**src/rtl/spi_rx_master.sv**
```systemverilog
// Receive-only SPI master: frames 32 MISO bits (MSB first) with programmable
// chip-select setup/hold/idle timing and an SCLK half-period of CLK_DIV cycles.
module spi_rx_master #(
  parameter int CLK_DIV  = 2,
  parameter int CS_SETUP = 2,
  parameter int CS_HOLD  = 2,
  parameter int CS_IDLE  = 2
) (
  input  logic        clk,
  input  logic        rst,
  input  logic        spi_ena,
  input  logic        miso,
  output logic        sclk,
  output logic        cs_n,
  output logic        spi_not_busy,
  output logic [31:0] spi_rx_data,
  output logic        rx_valid
);

  // state   | meaning
  // IDLE    | cs_n high, waiting for spi_ena
  // SETUP   | cs_n low, sclk low for CS_SETUP cycles
  // SHIFT   | 32 sclk periods, miso sampled on each rising sclk
  // HOLD    | cs_n low, sclk low for CS_HOLD cycles
  // RECOVER | cs_n high for CS_IDLE cycles before the next frame
  localparam logic [2:0] S_IDLE    = 3'd0;
  localparam logic [2:0] S_SETUP   = 3'd1;
  localparam logic [2:0] S_SHIFT   = 3'd2;
  localparam logic [2:0] S_HOLD    = 3'd3;
  localparam logic [2:0] S_RECOVER = 3'd4;

  localparam int MAX_A = (CLK_DIV > CS_SETUP) ? CLK_DIV : CS_SETUP;
  localparam int MAX_B = (CS_HOLD > CS_IDLE) ? CS_HOLD : CS_IDLE;
  localparam int MAX_P = (MAX_A > MAX_B) ? MAX_A : MAX_B;
  localparam int CW    = (MAX_P > 1) ? $clog2(MAX_P + 1) : 1;

  // Down-counter reload values: a phase of N cycles loads N-1 and ends at zero.
  localparam logic [CW-1:0] DIV_LD   = CW'(CLK_DIV - 1);
  localparam logic [CW-1:0] SETUP_LD = CW'(CS_SETUP - 1);
  localparam logic [CW-1:0] HOLD_LD  = CW'(CS_HOLD - 1);
  localparam logic [CW-1:0] IDLE_LD  = CW'(CS_IDLE - 1);

  logic [2:0]    state;
  logic [CW-1:0] phase_cnt;
  logic [5:0]    bit_cnt;
  logic [31:0]   shift_reg;

  always_ff @(posedge clk) begin
    if (rst) begin
      state        <= S_IDLE;
      phase_cnt    <= '0;
      bit_cnt      <= '0;
      shift_reg    <= '0;
      sclk         <= 1'b0;
      cs_n         <= 1'b1;
      spi_not_busy <= 1'b1;
      spi_rx_data  <= '0;
      rx_valid     <= 1'b0;
    end else begin
      rx_valid <= 1'b0;
      case (state)
        S_IDLE: begin
          if (spi_ena) begin
            state        <= S_SETUP;
            cs_n         <= 1'b0;
            spi_not_busy <= 1'b0;
            phase_cnt    <= SETUP_LD;
            bit_cnt      <= '0;
            shift_reg    <= '0;
          end
        end
        S_SETUP: begin
          if (phase_cnt == '0) begin
            state     <= S_SHIFT;
            phase_cnt <= DIV_LD;
          end else begin
            phase_cnt <= phase_cnt - 1'b1;
          end
        end
        S_SHIFT: begin
          if (phase_cnt == '0) begin
            phase_cnt <= DIV_LD;
            if (!sclk) begin
              sclk      <= 1'b1;
              shift_reg <= {shift_reg[30:0], miso};
              bit_cnt   <= bit_cnt + 6'd1;
            end else begin
              sclk <= 1'b0;
              // The falling edge that closes the 32nd period also opens HOLD.
              if (bit_cnt == 6'd32) begin
                state     <= S_HOLD;
                phase_cnt <= HOLD_LD;
              end
            end
          end else begin
            phase_cnt <= phase_cnt - 1'b1;
          end
        end
        S_HOLD: begin
          if (phase_cnt == '0) begin
            state       <= S_RECOVER;
            cs_n        <= 1'b1;
            spi_rx_data <= shift_reg;
            rx_valid    <= 1'b1;
            phase_cnt   <= IDLE_LD;
          end else begin
            phase_cnt <= phase_cnt - 1'b1;
          end
        end
        S_RECOVER: begin
          if (phase_cnt == '0) begin
            state        <= S_IDLE;
            spi_not_busy <= 1'b1;
            bit_cnt      <= '0;
          end else begin
            phase_cnt <= phase_cnt - 1'b1;
          end
        end
        default: begin
          state        <= S_IDLE;
          sclk         <= 1'b0;
          cs_n         <= 1'b1;
          spi_not_busy <= 1'b1;
          phase_cnt    <= '0;
          bit_cnt      <= '0;
        end
      endcase
    end
  end

endmodule

```
**config.mk**
```make
export PLATFORM = sky130hd
export DESIGN_NAME = spi_rx_master
export DESIGN_NICKNAME = d
export VERILOG_FILES = /design/src/rtl/spi_rx_master.sv
export SDC_FILE = /design/constraint.sdc
export NUM_CORES = 1
export LEC_CHECK = 0
export BUFFER_PORTS_ARGS = -buffer_cell sky130_fd_sc_hd__buf_2
export CAP_MARGIN = 30
export CORE_AREA = 5 5 91 102
export CTS_BUF_LIST = sky130_fd_sc_hd__clkbuf_8 sky130_fd_sc_hd__clkbuf_16
export DETAILED_ROUTE_END_ITERATION = 10
export DIE_AREA = 0 0 96 107
export SETUP_SLACK_MARGIN = 0.02
export SLEW_MARGIN = 20
export SYNTH_ARGS = -nofsm -noshare
export SYNTH_HDL_FRONTEND = slang
export SYNTH_SLANG_ARGS = --single-unit
```
**constraint.sdc**
```tcl
create_clock -name clk -period 1.6 [get_ports clk]
set_input_delay 0.32 -clock clk [delete_from_list [all_inputs] [get_ports clk]]
set_output_delay 0.32 -clock clk [all_outputs]
set_load 0.02 [all_outputs]
```
## After elaboration in Yosys (flattened, before gate mapping)

Cells that the tools add are included.

| storage, ports and cells | value |
|---|---|
| register bits after elaboration | 79 |
| output and inout bits | 36 |
| logic and storage cells | 75 |

| operators by class | value |
|---|---|
| add/sub/neg operators | 2 |
| equal/unequal tests | 14 |
| muxes and demuxes | 29 |
| bitwise operators | 5 |
| reductions and logical operators | 16 |

Operators with widths:

| operator | count |
|---|---|
| $mux 32 | 3 |
| $pmux 32 s2 | 1 |
| $mux 6 | 4 |
| $pmux 6 s4 | 1 |
| $mux 3 | 7 |
| $ne 2x2->1 const B | 9 |
| $pmux 3 s5 | 1 |
| $reduce_and 7->1 | 1 |
| $add 6x1->6 const B | 1 |
| $eq 3x2->1 const B | 2 |
| $eq 6x6->1 const B | 1 |
| $mux 2 | 3 |
| $pmux 1 s3 | 2 |
| $pmux 2 s3 | 1 |
| $reduce_and 2->1 | 3 |
| $reduce_and 3->1 | 2 |
| $reduce_or 3->1 | 2 |
| $mux 1 | 5 |
| $not 1->1 | 5 |
| $reduce_and 5->1 | 1 |
| $reduce_and 4->1 | 1 |
| $reduce_or 2->1 | 2 |
| $reduce_or 4->1 | 1 |
| $eq 3x1->1 const B | 1 |
| other kinds (6) | 6 |

## Logic depth before layout (Yosys ltp)

| depth | value |
|---|---|
| depth in word-level cells | 5 |
| mapped depth | 8 |
| gate-level depth less buffers | 6 |

## Least setup slack after synthesis

No wires, ideal clock.

| timing path | value |
|---|---|
| path type | reg2reg |
| start | reg phase_cnt[0] |
| end | reg bit_cnt[2] |
| arrival | 1.547 ns |
| path slack | -0.076 ns |
| cell stages (with the launch flop) | 8 |
| buffers on the path | 1 |
| clock period less this slack | 1.676 ns |
| cells stage by stage | dfxtp_1 inv_1 ha_1 clkbuf_1 o31a_1 o31ai_1 xor2_1 nor2_1 |

| on the way | value |
|---|---|
| word-level cells in the longest chain between the ends | 3 |
| elaborated cells on any way between the ends | 4 |
| classes of those cells | 2 x eq/ne; 2 x reduce/logical |

Ends and longest elaborated chain:

| element | line | RTL |
|---|---|---|
| start: declaration | 44 | `logic [CW-1:0] phase_cnt;` |
| start signal: assignment | 77 | `phase_cnt <= phase_cnt - 1'b1;` |
| start signal: assignment | 96 | `phase_cnt <= phase_cnt - 1'b1;` |
| start signal: assignment | 107 | `phase_cnt <= phase_cnt - 1'b1;` |
| $logic_not 2->1 (*) | 81, 111 |  |
| $ne 2x2->1 (no source line) | n/a |  |
| $reduce_and 5->1 (no source line) (*) | n/a |  |
| end signal: assignment | 86 | `bit_cnt <= bit_cnt + 6'd1;` |
| end: declaration | 45 | `logic [5:0] bit_cnt;` |

Every way passes the cells marked *; elsewhere a longest branch is shown, timed or not.
A chain may end at the register's enable or synchronous reset.

## Worst setup path after layout

| timing path | value |
|---|---|
| start | reg phase_cnt[0] |
| end | reg bit_cnt[3] |

The elaborated chain is that of the path after synthesis.

==> impl_metrics.env <==
export IMPL_outcome="completed"
export IMPL_startpoint_type="register"
export IMPL_h_tree_depth=3
export IMPL_synthTopCellsByArea="dfxtp_1 (50%), nand2_1 (12%), a21oi_1 (11%)"
export IMPL_fp_dieW_um=96
export IMPL_worstPathMaxFanout=7
export IMPL_drive_gt1_share_pct=21.26
export IMPL_hold_viol=0
export IMPL_synthFlopType="dfxtp_1"
export IMPL_power_density_nw_per_um2=1061
export IMPL_ys_types=39
export IMPL_grt_overflow=0
export IMPL_slew_violations=0
export IMPL_holdCritPathClass="input port to register"
export IMPL_tritoncts="built"
export IMPL_dr_pass1_iters=4
export IMPL_clock_sinks=79
export IMPL_synth_seq_area_share_pct=50.26
export IMPL_netlist_area_sq_um=3147
export IMPL_routed_wl_um=6490
export IMPL_synthArstFlopShare_pct=0
export IMPL_drt_initial_drc_count=166
export IMPL_drcViolationCount=0
export IMPL_p_sw_share_pct=26.62
export IMPL_synth_area_leader_cell="dfxtp_1"
export IMPL_path_clk_slew_ns=0.08
export IMPL_dr_total_vias=2656
export IMPL_synthCells=388
export IMPL_rsz0062_at_grt="yes"
export IMPL_rows=35
export IMPL_internal_power_w=0.002960
export IMPL_path_class="register to register"
export IMPL_synth_seq_cells=79
export IMPL_via_per_inst=4.928
export IMPL_peakVddDrop_uv=485.5
export IMPL_gp_congestion=0.7289
export IMPL_grt_total_usage_pct=13.64
export IMPL_crit_path_end_kind="register"
export IMPL_syn_nets=396
export IMPL_first_global_vias=2476
export IMPL_core_area_sq_um=8145
export IMPL_place_hpwl_um=4183
export IMPL_skew_ns=0.004530
export IMPL_grt_pass1_wl_um=11220
export IMPL_cts_root_buf="clkbuf_8"
export IMPL_max_cap_violations=0
export IMPL_yosys_warnings=0
export IMPL_initial_core_util_pct=38.63
export IMPL_critPathArrivalTime_ns=1.82
export IMPL_grt_max_degree=50
export IMPL_synth_top_area_share_pct=50.26
export IMPL_worst_pin_slew_ns=0.4577
export IMPL_power_share_sequential_pct=50.4
export IMPL_io_pins=40
export IMPL_total_power_w=0.004034
export IMPL_final_min_clock_period_ns=1.575
export IMPL_period_share_pct=98.47
export IMPL_synth_edff_count=0
export IMPL_report_final_setup_viol=0
export IMPL_p_comb_share_pct=13.1
export IMPL_area_delta_synth_final_pct=20.80
export IMPL_n_antenna_cell=0
export IMPL_max_clock_path_buffers=2
export IMPL_io_buffer_count=39
export IMPL_required_ns=1.85
export IMPL_die_area_sq_um=10270
export IMPL_post_route_util_pct=46.67
export IMPL_switchingPower_w=0.001074
export IMPL_drtAntennaViolNets=0
export IMPL_max_freq_mhz=634.7
export IMPL_slew_headroom_pct=69.36
export IMPL_pwr_share_clk_pct=36.4
export IMPL_fin_nets=432
export IMPL_antenna_found_initial=0
export IMPL_fp_dieH_um=107
export IMPL_wl_per_cell_um=12.04
export IMPL_power_leakage_nw=1.413
export IMPL_clock_latency_ns=0.34
export IMPL_cts_buffers=9
export IMPL_avgSynthCellArea_sq_um=8.110
-- per-stage QoR --
step | hold WS, ns | TNS, ns | cell area [sq um] | std cells | setup WS [ns]
final | 0.2342 | 0 | 3801 | 539 | 0.02454
after global routing | 0.2154 | -0.2277 | 3801 | 539 | -0.08368
after CTS | 0.2148 | 0 | 3767 | 538 | 0.02201
after detailed placement | 0.4440 | -0.0008225 | 3563 | 523 | -0.0008225
after global placement | 0.4397 | 0 | 3563 | 523 | 0.05267
after floorplan | 0.4321 | -0.03963 | 3187 | 388 | -0.03963
-- what timing repair did --
action	CTS	global route
endpoints found under the setup margin	34	40
resized for setup	2	9
buffers inserted	0	1
hold buffers	0	0
pin swaps	2	10
-- worst max-delay path, stage by stage, from the launching register on --
cell     delay [ns]
dfxtp_4        0.37
inv_4          0.04
ha_4           0.17
o31a_1         0.38
o31ai_2        0.28
xor2_1         0.18
nor2_1         0.05
-- synthesized netlist by cell type, types with 2 or more instances --
library cell  count
xor2_1            5
or3_1             2
nand2_1         100
dfxtp_1          79
nor2b_1           2
ha_1              4
a211oi_1          2
nand3_1          33
o21bai_1          3
a21oi_1          70
and3_1            3
inv_1             6
nor3_2            2
o31ai_1           4
buf_2            16
clkbuf_1         15
nor2_1           13
nor3_1            3
nor4b_1           2
nand2b_1          5
-- power by group through the flow --
stage / logic (W) / registers, W / clock network, W
after floorplan: 0.000348 / 0.00208 / 0
after global placement: 0.000506 / 0.00207 / 0
after detailed placement: 0.000514 / 0.00208 / 0
after CTS: 0.000518 / 0.00203 / 0.00152
after global routing: 0.000581 / 0.00204 / 0.00161
final: 0.000530 / 0.00203 / 0.00147
-- cell families (layout without fill, tap and decap cells) --
family	after synthesis	after routing	synth area share, %
compound gates	88	88	15.79
simple gates	173	173	25.33
buf+inv	37	77	5.050
fa+ha+maj	4	4	1.591
xor+xnor	6	6	1.670
mux	1	1	0.3181
flops	79	79	50.26
-- cell usage in the layout, fill, tap and decap left out, drive strengths merged, types with 2 or more instances in the layout --
cell    count
a211oi      2
a21oi      70
and3        3
buf        56
clkbuf     10
dfxtp      79
ha          4
inv         8
nand2     100
nand2b      5
nand3      33
nor2       13
nor2b       2
nor3        5
nor4b       3
o21ai       3
o21bai      3
o31ai       4
or3         2
xor2        5
-- final timing paths --
path / startpoint / slack, ns / to / cells past startpoint
max: phase_cnt[0] / 0.02 / bit_cnt[3] / 6
min: miso / 0.23 / shift_reg[0] / 3
max reg2reg: phase_cnt[0] / 0.02 / bit_cnt[3] / 6
min reg2reg: spi_rx_data[19] / 0.45 / spi_rx_data[19] / 2
-- metal layers --
| metal | up-vias | share of wire [%] | GRT usage, % |
|---|---|---|---|
| met3 | 11 | 4.2 | 4.000 |
| li1 | 1371 | - | - |
| met4 | 0 | 1.6 | 4.675 |
| met1 | 1231 | 46 | 16.91 |
| met2 | 43 | 48 | 22.30 |
| met5 | - | 0 | 0 |
-- area by class of cell --
type	count	area, sq um
clock inverters	5	58.81
repair buffers	56	385.4
inverters	6	25.02
fillers	833	4344
well taps	111	138.9
multi-input cells	272	1465
clock buffers	10	137.6
flip-flops and latches	79	1590
Power figures use the tool's default switching activity.
